### config.mk
export PLATFORM = sky130hd
export DESIGN_NAME = example_sdiv_seq_21s_9ns
export DESIGN_NICKNAME = d
export VERILOG_FILES = /design/src/rtl/example_sdiv_seq_21s_9ns.sv
export SDC_FILE = /design/constraint.sdc
export NUM_CORES = 1
export LEC_CHECK = 0
export BUFFER_PORTS_ARGS = -buffer_cell sky130_fd_sc_hd__buf_4
export CAP_MARGIN = 20
export CORE_UTILIZATION = 58
export DETAILED_ROUTE_END_ITERATION = 10
export PLACE_DENSITY = 0.8
export SYNTH_ARGS = -nofsm -noshare
export SYNTH_HDL_FRONTEND = slang
export SYNTH_SLANG_ARGS = --single-unit
### constraint.sdc
create_clock -name ap_clk -period 3 [get_ports ap_clk]
set_input_delay 0.15 -clock ap_clk [delete_from_list [all_inputs] [get_ports ap_clk]]
set_output_delay 0.15 -clock ap_clk [all_outputs]
set_load 0.02 [all_outputs]
### src/rtl/example_sdiv_seq_21s_9ns.sv
// Sequential signed divider: 21-bit signed dividend by 9-bit unsigned divisor.
// Restoring division, one quotient bit per cycle, fixed 22-cycle latency with saturation.
module example_sdiv_seq_21s_9ns #(
    parameter logic [31:0] ID = 32'd1
) (
    input  logic        ap_clk,
    input  logic        ap_rst_n,
    input  logic        in_valid,
    output logic        in_ready,
    input  logic [20:0] dividend,
    input  logic [8:0]  divisor,
    output logic        out_valid,
    input  logic        out_ready,
    output logic [13:0] quotient,
    output logic [9:0]  remainder,
    output logic        ovf
);

    typedef enum logic [1:0] {IDLE, CALC, FIX, DONE} state_t;

    state_t      state_reg, state_next;
    logic [4:0]  cnt_reg;
    // Starts as |dividend|; quotient bits shift in from the LSB as dividend bits leave the MSB.
    logic [20:0] quo_reg;
    logic [8:0]  rem_reg;
    logic [8:0]  dsr_reg;
    logic        neg_reg;
    logic        in_ready_reg;
    logic        out_valid_reg;
    logic [13:0] quotient_reg;
    logic [9:0]  remainder_reg;
    logic        ovf_reg;

    logic        accept;
    logic [20:0] dividend_abs;
    logic [9:0]  trial;
    logic [9:0]  diff;
    logic        fits;
    logic [8:0]  rem_step;
    logic [13:0] fix_quo;
    logic [9:0]  fix_rem;
    logic        fix_ovf;

    assign accept       = in_valid && in_ready_reg;
    assign dividend_abs = dividend[20] ? (21'd0 - dividend) : dividend;

    assign trial    = {rem_reg, quo_reg[20]};
    assign diff     = trial - {1'b0, dsr_reg};
    assign fits     = (trial >= {1'b0, dsr_reg});
    assign rem_step = fits ? diff[8:0] : trial[8:0];

    always_comb begin
        state_next = state_reg;
        case (state_reg)
            IDLE:    if (accept) state_next = CALC;
            CALC:    if (cnt_reg == 5'd20) state_next = FIX;
            FIX:     state_next = DONE;
            DONE:    if (out_ready) state_next = IDLE;
            default: state_next = IDLE;
        endcase
    end

    // Sign application and saturation; a zero divisor leaves garbage in the datapath, so it is overridden here.
    always_comb begin
        fix_quo = 14'd0;
        fix_rem = 10'd0;
        fix_ovf = 1'b0;
        if (dsr_reg == 9'd0) begin
            fix_quo = neg_reg ? 14'h2000 : 14'h1fff;
            fix_ovf = 1'b1;
        end else begin
            fix_rem = neg_reg ? (10'd0 - {1'b0, rem_reg}) : {1'b0, rem_reg};
            if (neg_reg) begin
                if (quo_reg > 21'd8192) begin
                    fix_quo = 14'h2000;
                    fix_ovf = 1'b1;
                end else begin
                    fix_quo = 14'd0 - quo_reg[13:0];
                end
            end else begin
                if (quo_reg > 21'd8191) begin
                    fix_quo = 14'h1fff;
                    fix_ovf = 1'b1;
                end else begin
                    fix_quo = quo_reg[13:0];
                end
            end
        end
    end

    always_ff @(posedge ap_clk or negedge ap_rst_n) begin
        if (!ap_rst_n) begin
            state_reg     <= IDLE;
            cnt_reg       <= 5'd0;
            quo_reg       <= 21'd0;
            rem_reg       <= 9'd0;
            dsr_reg       <= 9'd0;
            neg_reg       <= 1'b0;
            in_ready_reg  <= 1'b0;
            out_valid_reg <= 1'b0;
            quotient_reg  <= 14'd0;
            remainder_reg <= 10'd0;
            ovf_reg       <= 1'b0;
        end else begin
            state_reg     <= state_next;
            in_ready_reg  <= (state_next == IDLE);
            out_valid_reg <= (state_next == DONE);
            case (state_reg)
                IDLE: begin
                    if (accept) begin
                        quo_reg <= dividend_abs;
                        rem_reg <= 9'd0;
                        dsr_reg <= divisor;
                        neg_reg <= dividend[20];
                        cnt_reg <= 5'd0;
                    end
                end
                CALC: begin
                    quo_reg <= {quo_reg[19:0], fits};
                    rem_reg <= rem_step;
                    cnt_reg <= cnt_reg + 5'd1;
                end
                FIX: begin
                    quotient_reg  <= fix_quo;
                    remainder_reg <= fix_rem;
                    ovf_reg       <= fix_ovf;
                end
                default: ;
            endcase
        end
    end

    assign in_ready  = in_ready_reg;
    assign out_valid = out_valid_reg;
    assign quotient  = quotient_reg;
    assign remainder = remainder_reg;
    assign ovf       = ovf_reg;

endmodule
# Word level (Yosys, flattened, before mapping)
# Cells that the tools add are included.
# totals
ff_bits	74
output_inout_bits	27
# classes
n_mux	23
addsub	5
reduce_logical	7
magnitude_cmp	3
n_eq_ne	6
# ops
cell	n
2-to-1 mux 14 bit	5
2-to-1 mux 21 bit	2
case mux 21 bit (2 select lines)	1
> comparator 21 x 13 -> 1 bit, second input constant	1
> comparator 21 x 14 -> 1 bit, second input constant	1
subtractor 1 x 21 -> 21 bit, first input constant	1
2-to-1 mux 10 bit	2
2-to-1 mux 9 bit	2
case mux 9 bit (2 select lines)	1
subtractor 1 x 14 -> 14 bit, first input constant	1
greater-or-equal comparator 10 x 9 -> 1 bit	1
case mux 5 bit (2 select lines)	1
subtractor 1 x 9 -> 10 bit, first input constant	1
zero test 9 bit	1
subtractor 9 bit	1
case mux 2 bit (4 select lines)	1
== test 2 bit, second input constant	3
2-to-1 mux 2 bit	3
adder 5 x 1 -> 5 bit, second input constant	1
== test 5 bit, second input constant	1
2-to-1 mux 5 bit	1
zero test 2 bit	2
2-to-1 mux 1 bit	4
AND reduction 2 bit	2
4 further kinds	4

# Depth between registers and ports, before layout
# Gate-level depths: netlist (run 1).
# logic_depth
word_depth	4
ltp_mapped	11

# Least setup slack after synthesis (run 1)
# Ideal clock, no wire load.
# synth_timing
kind	register to register
start	register quo_reg[20]
end	register rem_reg[6]
path_slack_ns	0.803
t_arrival_ns	2.071
stages_incl_launch_ff	12
period_less_slack_ns	2.197
path_buffers	1
required_ns	2.874
cell_sequence	dfrtp_1 inv_1 ha_1 inv_1 fa_1 a211oi_1 o21ai_0 o2111ai_1 a32oi_1 buf_2 nor2_1 a221o_1
# synth_via
elab_chain_len	3
# synth_lines
item	line_no	rtl
start, declared	24	logic [20:0] quo_reg;
start signal, assigned	111	quo_reg <= dividend_abs;
start signal, assigned	119	quo_reg <= {quo_reg[19:0], fits};
subtractor 9 bit / greater-or-equal comparator 10 x 9 -> 1 bit (equally long branches)	48, 49	
2-to-1 mux 9 bit (*)	50	assign rem_step = fits ? diff[8:0] : trial[8:0];
case mux 9 bit (2 select lines) (*)	108	case (state_reg)
end signal, assigned	120	rem_reg <= rem_step;
end, declared	25	logic [8:0] rem_reg;
# Mark *: on every way between the ends. The rest lies on a longest branch, timed or not.
# A chain may end at the register's enable or synchronous reset.

# Worst setup path in the final report (run 1)
# Ends and elaborated chain as after synthesis.

==> results.cfg, run 1 <==
[run_status]
outcome = completed

[setup_path]
crit_path_start_kind = register
worstPathMaxFanout = 12
crit_slowest_cell = a32oi_2
cp_cell_sequence = inv_1 -> ha_1 -> inv_1 -> fa_1 -> a211oi_1 -> o21ai_0 -> o2111ai_1 -> a32oi_2 -> nor2_1 -> a221o_1
path_common_cell = inv_1
cp.arrival_ns = 2.96
slowest_delay_ns = 0.53
path_class = register to register
worstPathRequired_ns = 3.23
crit_path_end_kind = register

[yosys]
synth_ff_type = dfrtp_1
yosysSeqAreaShare_pct = 41.0
synth.avg_cell_area_um2 = 8.69
synth.distinct_cells = 61
syn_inst = 519
ys_warn_count = 0
synth_area_mm2 = 0.00451
yosys_register_bits = 74
async_flop_share_pct = 100
synth_edf_count = 0
synth.net_count = 569

[detailed_routing]
ant_nets = 0
totalWireLength_mm = 10.4
viasPerCell = 6.05
drtPass1Iterations = 5
drtIter0Drc = 224
vias = 4054
wl_per_cell_um = 15.5
route.detailed.drc = 0

[cells_and_area]
drive_gt1_share_pct = 16.1
final_nets = 617
antenna_cells = 0
syn_to_final_growth_pct = 16.2
largest_register_ffs = 21

[floorplan]
boundaryPins = 61
coreArea_mm2 = 0.00737
die_width_um = 90.2
start_util_pct = 61.2
core.rowCount = 31
fp.dieH_um = 90.2
dieArea_mm2 = 0.00814

[global_routing]
grt_pass1_vias = 3770
grt_max_degree = 75
antenna_found_initial = 0
grt_pass1_wl_mm = 18.0
grt_overflow = 0
grt_usage_pct = 27.3

[clock_network]
clkLatencyLatePin_ns = 0.34
tritoncts = yes
cts_root_buffer = clkbuf_8
path_clk_slew_ns = 0.08
postCtsSetupRepairBufs = 0
cts_max_level = 3
clock-sinks = 74
numCtsBuffers = 9
ctsLongestPathBuffers = 2

[timing]
max_freq_mhz = 366
max-slew-margin-rel_pct = 32.6
tns_ns = 0
hold_viol_final = 0
rsz0062_at_grt = false
worst_pin_slew_ns = 1.01
slew_viol_final = 0
worst_slack_ns = 0.269
fin_worst_skew_ns = 0.00606
setup_viol = 0
period_share_pct = 91.0
fin_crit_ns = 2.73

[hold_path]
hold_class = input port to register

[place]
dp_hpwl_mm = 7.51
routabilityCongestion = 0.982
place_ws_ns = 0.123
io_buffers = 60

[run]
maxCapViolCount = 0

[power]
ir_drop_mv = 0.681
power_density_mw_per_mm2 = 1090
power.leakage_nw = 2.32
## Yosys cell counts (7+ instances only)
master | number | area (um2)
dfrtp_1 | 74 | 1850
nand2_1 | 69 | 259
o21ai_0 | 68 | 340
nor2_1 | 28 | 105
clkbuf_1 | 27 | 101
xor2_1 | 23 | 201
inv_1 | 21 | 78.8
a21oi_1 | 18 | 90.1
nor3_1 | 17 | 85.1
a22oi_1 | 16 | 120
ha_1 | 15 | 188
nand3_1 | 12 | 60.1
xnor2_1 | 11 | 96.3
nand4_1 | 9 | 56.3
or3_1 | 9 | 56.3
and3_1 | 8 | 50.1
mux2i_1 | 7 | 70.1
## cells by family (layout without fill, tap and decap cells)
group	count (synthesis)	in the layout	synth area share [%]
AOI/OAI and AO/OA	149	149	20.8
xor gates and xnor gates	34	34	6.60
adders and majority gates	16	16	4.60
buffers and inverters	53	105	4.44
DFF	74	74	41.0
muxes	8	8	1.80
and+or+nand+nor	185	185	20.7
## cells in the final DEF (no fill, tap or decap), types with 3 or more instances in the layout
cell and instances:
or3_1 9, nor4_1 4, mux2i_1 7, nor2b_1 4
ha_1 15, a22oi_1 16, nand2_1 69, and3_1 8
o211ai_1 4, o31ai_1 4, nor3b_1 5, nor2_1 28
o41ai_1 4, nor3_1 17, xor2_1 23, inv_1 21
xnor2_1 11, a31oi_1 3, nand4_1 9, buf_4 66
or4_1 3, nand3b_1 3, dlygate4sd3_1 3, a21boi_0 3
nand3_1 12, o21ai_0 68, dfrtp_1 74, a21oi_1 18
o311ai_0 4, clkbuf_8 10
## routing by layer
metal / track usage, % / part of all wire [%]
met1: 38.9 / 46
met2: 42.6 / 46
met3: 3.72 / 5.4
met4: 10.2 / 2.0
met5: 0 / 0
## report_power, final
group | internal [W] | switching (W)
Clock | 0.000399 | 0.000373
Combinational | 0.00130 | 0.00164
Sequential | 0.00146 | 0.000552
Total | 0.00316 | 0.00257
## area by class of cell
class                      count  area [um2]
multi-input combinational    392        2470
fill                         584        2130
sequential                    74        1850
timing repair buffer          69         526
clock buffer                  10         138
tap                           99         124
inverter                      21        78.8
clock inverter                 5        55.1
## per-stage QoR
step | total power, W | hold slack (ns) | util [%] | instances | instance area [um2]
after floorplan | 0.00406 | -0.146 | - | 519 | 4510
after global placement | 0.00479 | 0.333 | 68.0 | 652 | 5010
after detailed placement | 0.00491 | 0.345 | 68.0 | 652 | 5010
after CTS | 0.00569 | 0.00243 | 71.0 | 670 | 5240
after global routing | 0.00621 | 0.0109 | 71.1 | 670 | 5240
final | 0.00572 | 0.0122 | 71.1 | 670 | 5240
## worst paths after layout
kind                              from           end  slack (ns)  cells past startpoint
min in group asynchronous     ap_rst_n  quotient[13]        0.48                      2
min                         divisor[8]    dsr_reg[8]        0.01                      3
max reg2reg                quo_reg[20]    rem_reg[6]        0.27                     10
max in group asynchronous     ap_rst_n    dsr_reg[2]        1.93                      2
max                        quo_reg[20]    rem_reg[6]        0.27                     10
min reg2reg                quotient[3]   quotient[3]        0.48                      1
## worst max-delay path: cells and delay by family (launching register included)
family          cells  cell delay (ns)
fa+ha+maj           2             0.44
simple gates        1             0.12
compound gates      5             1.54
flops               1             0.39
buf+inv             2             0.14
## repair_timing
item,in CTS,in global routing
endpoints found under the setup margin,0,9
hold buffers,3,0
endpoints found under the hold margin,76,0
gates resized for setup,0,1
No activity file was read; power rests on OpenSTA's default activity.
==> run 2: changes to the inputs <==
CORE_UTILIZATION = 30   (was 58)
HOLD_SLACK_MARGIN = 0.08   (was default)
PLACE_DENSITY = default   (was 0.8)
==> run 2 against run 1 <==
Net effect:
- global-route usage is 12 points lower
- critical path type unchanged
- final area is 5.4% higher
- combinational power is 2% higher
- sequential share of layout area is 1.8 points lower
- highest routed layer unchanged
- first-iteration DRC count is 35% lower
==> results.cfg, run 2 (same netlist as run 1, synthesis figures left out) <==
[run_status]
outcome = completed

[timing]
max_freq_mhz = 384
rsz0062_at_grt = false
worst_slack_ns = 0.394
hold_viol_final = 0
setup_viol = 0
max-slew-margin-rel_pct = 36.3
period_share_pct = 86.9
worst_pin_slew_ns = 0.956
slew_viol_final = 0
fin_worst_skew_ns = 0.00993
fin_crit_ns = 2.61
tns_ns = 0
hold_slack_ns = 0.103

[clock_network]
tritoncts = yes
clkLatencyLatePin_ns = 0.33
cts_max_level = 3
ctsLongestPathBuffers = 2
postCtsSetupRepairBufs = 0
clock-sinks = 74
path_clk_slew_ns = 0.06
cts_root_buffer = clkbuf_16
numCtsBuffers = 9

[floorplan]
boundaryPins = 61
fp.dieH_um = 125
dieArea_mm2 = 0.0155
start_util_pct = 30.9
coreArea_mm2 = 0.0146
die_width_um = 125
core.rowCount = 44

[power]
power.leakage_nw = 2.40
ir_drop_mv = 0.324
power_density_mw_per_mm2 = 1100

[detailed_routing]
wl_per_cell_um = 15.2
route.detailed.drc = 0
viasPerCell = 5.20
vias = 3964
drtPass1Iterations = 5
totalWireLength_mm = 11.6
drtIter0Drc = 146
ant_nets = 0

[global_routing]
grt_max_degree = 75
antenna_found_initial = 0
grt_overflow = 0
grt_pass1_wl_mm = 19.9
grt_pass1_vias = 3971
grt_usage_pct = 15.6

[setup_path]
crit_path_end_kind = register
cp_top_family = compound AO/OA/AOI/OAI gates
path_common_cell = inv_1
slowest_delay_ns = 0.54
path_class = register to register
worstPathMaxFanout = 12
crit-reg2reg-launch = quo_reg[20]
cp.arrival_ns = 2.82
worstSetupStartpoint = quo_reg[20]
crit_path_start_kind = register
cp_cell_sequence = inv_1 -> ha_1 -> inv_1 -> fa_1 -> a211oi_1 -> o21ai_0 -> o2111ai_1 -> a32oi_2 -> nor2_1 -> a221o_1
crit_slowest_cell = a32oi_2
cp.buffers_inverters = 2
worstPathRequired_ns = 3.21

[place]
place_ws_ns = 0.194
io_buffers = 60
dp_cells = 738
routabilityCongestion = 0.871
dp_hpwl_mm = 8.44

[hold_path]
hold_start = out_ready
hold_class = input port to register

[cells_and_area]
final_cells = 762
final_nets = 625
fillCellCount = 1483
final_common_cell = dfrtp_1
largest_register_ffs = 21
fin_util_pct = 37.9
final_cell_mix = dfrtp_1 (74), nand2_1 (69), o21ai_0 (68), buf_4 (67), nor2_1 (28)
syn_to_final_growth_pct = 22.5
antenna_cells = 0
drive_gt1_share_pct = 15.7

[run]
maxCapViolCount = 0
run 2: cell count changes in the layout (fill, tap and decap cells not counted), sizes merged:
cell,change
dlygate4sd3,+7
clkbuf,+2
clkinv,-2
buf,+1
clkinvlp,-1
run 2: path summary, 6_finish.rpt:
path | endpoint | slack (ns) | cells past startpoint
setup / recovery | rem_reg[3] | 0.39 | 10
hold / removal | out_valid | 0.10 | 2
setup reg to reg | rem_reg[3] | 0.39 | 10
hold reg to reg | remainder[1] | 0.48 | 2
max in group asynchronous | dsr_reg[8] | 1.85 | 2
min in group asynchronous | quotient[12] | 0.50 | 2
run 2: metal layers:
layer / GRT usage (%) / vias up / wire length [um]
li1: - / 1985 / -
met1: 22.8 / 1878 / 5870
met2: 23.0 / 93 / 5090
met3: 2.49 / 8 / 520
met4: 5.88 / 0 / 114
met5: 0 / - / 0
run 2: per-stage QoR:
step | area, um2 | power, W
after floorplan | 4510 | 0.00406
after global placement | 5130 | 0.00491
after detailed placement | 5130 | 0.00498
after CTS | 5520 | 0.00610
after global routing | 5530 | 0.00661
final | 5530 | 0.00609
run 2: cell type report:
cell class	instances	area, um2	share of cell area, %
Multi-Input combinational cell	392	2470	44.7
Inverter	21	78.8	1.43
Timing Repair Buffer	77	603	10.9
Sequential cell	74	1850	33.5
Clock buffer	12	256	4.64
Tap cell	184	230	4.16
Clock inverter	2	37.5	0.679
run 2: timing repair:
action / in CTS / in global routing
gates resized for setup: 0 / 1
hold buffers: 10 / 0
setup endpoints to repair: 0 / 8
hold endpoints to repair: 83 / 0
run 2: power by group:
part,switching [W],internal (W),leakage (nW)
logic,0.00169,0.00131,1.34
registers,0.000540,0.00146,0.920
clock network,0.000401,0.000680,0.141
total,0.00263,0.00345,2.40
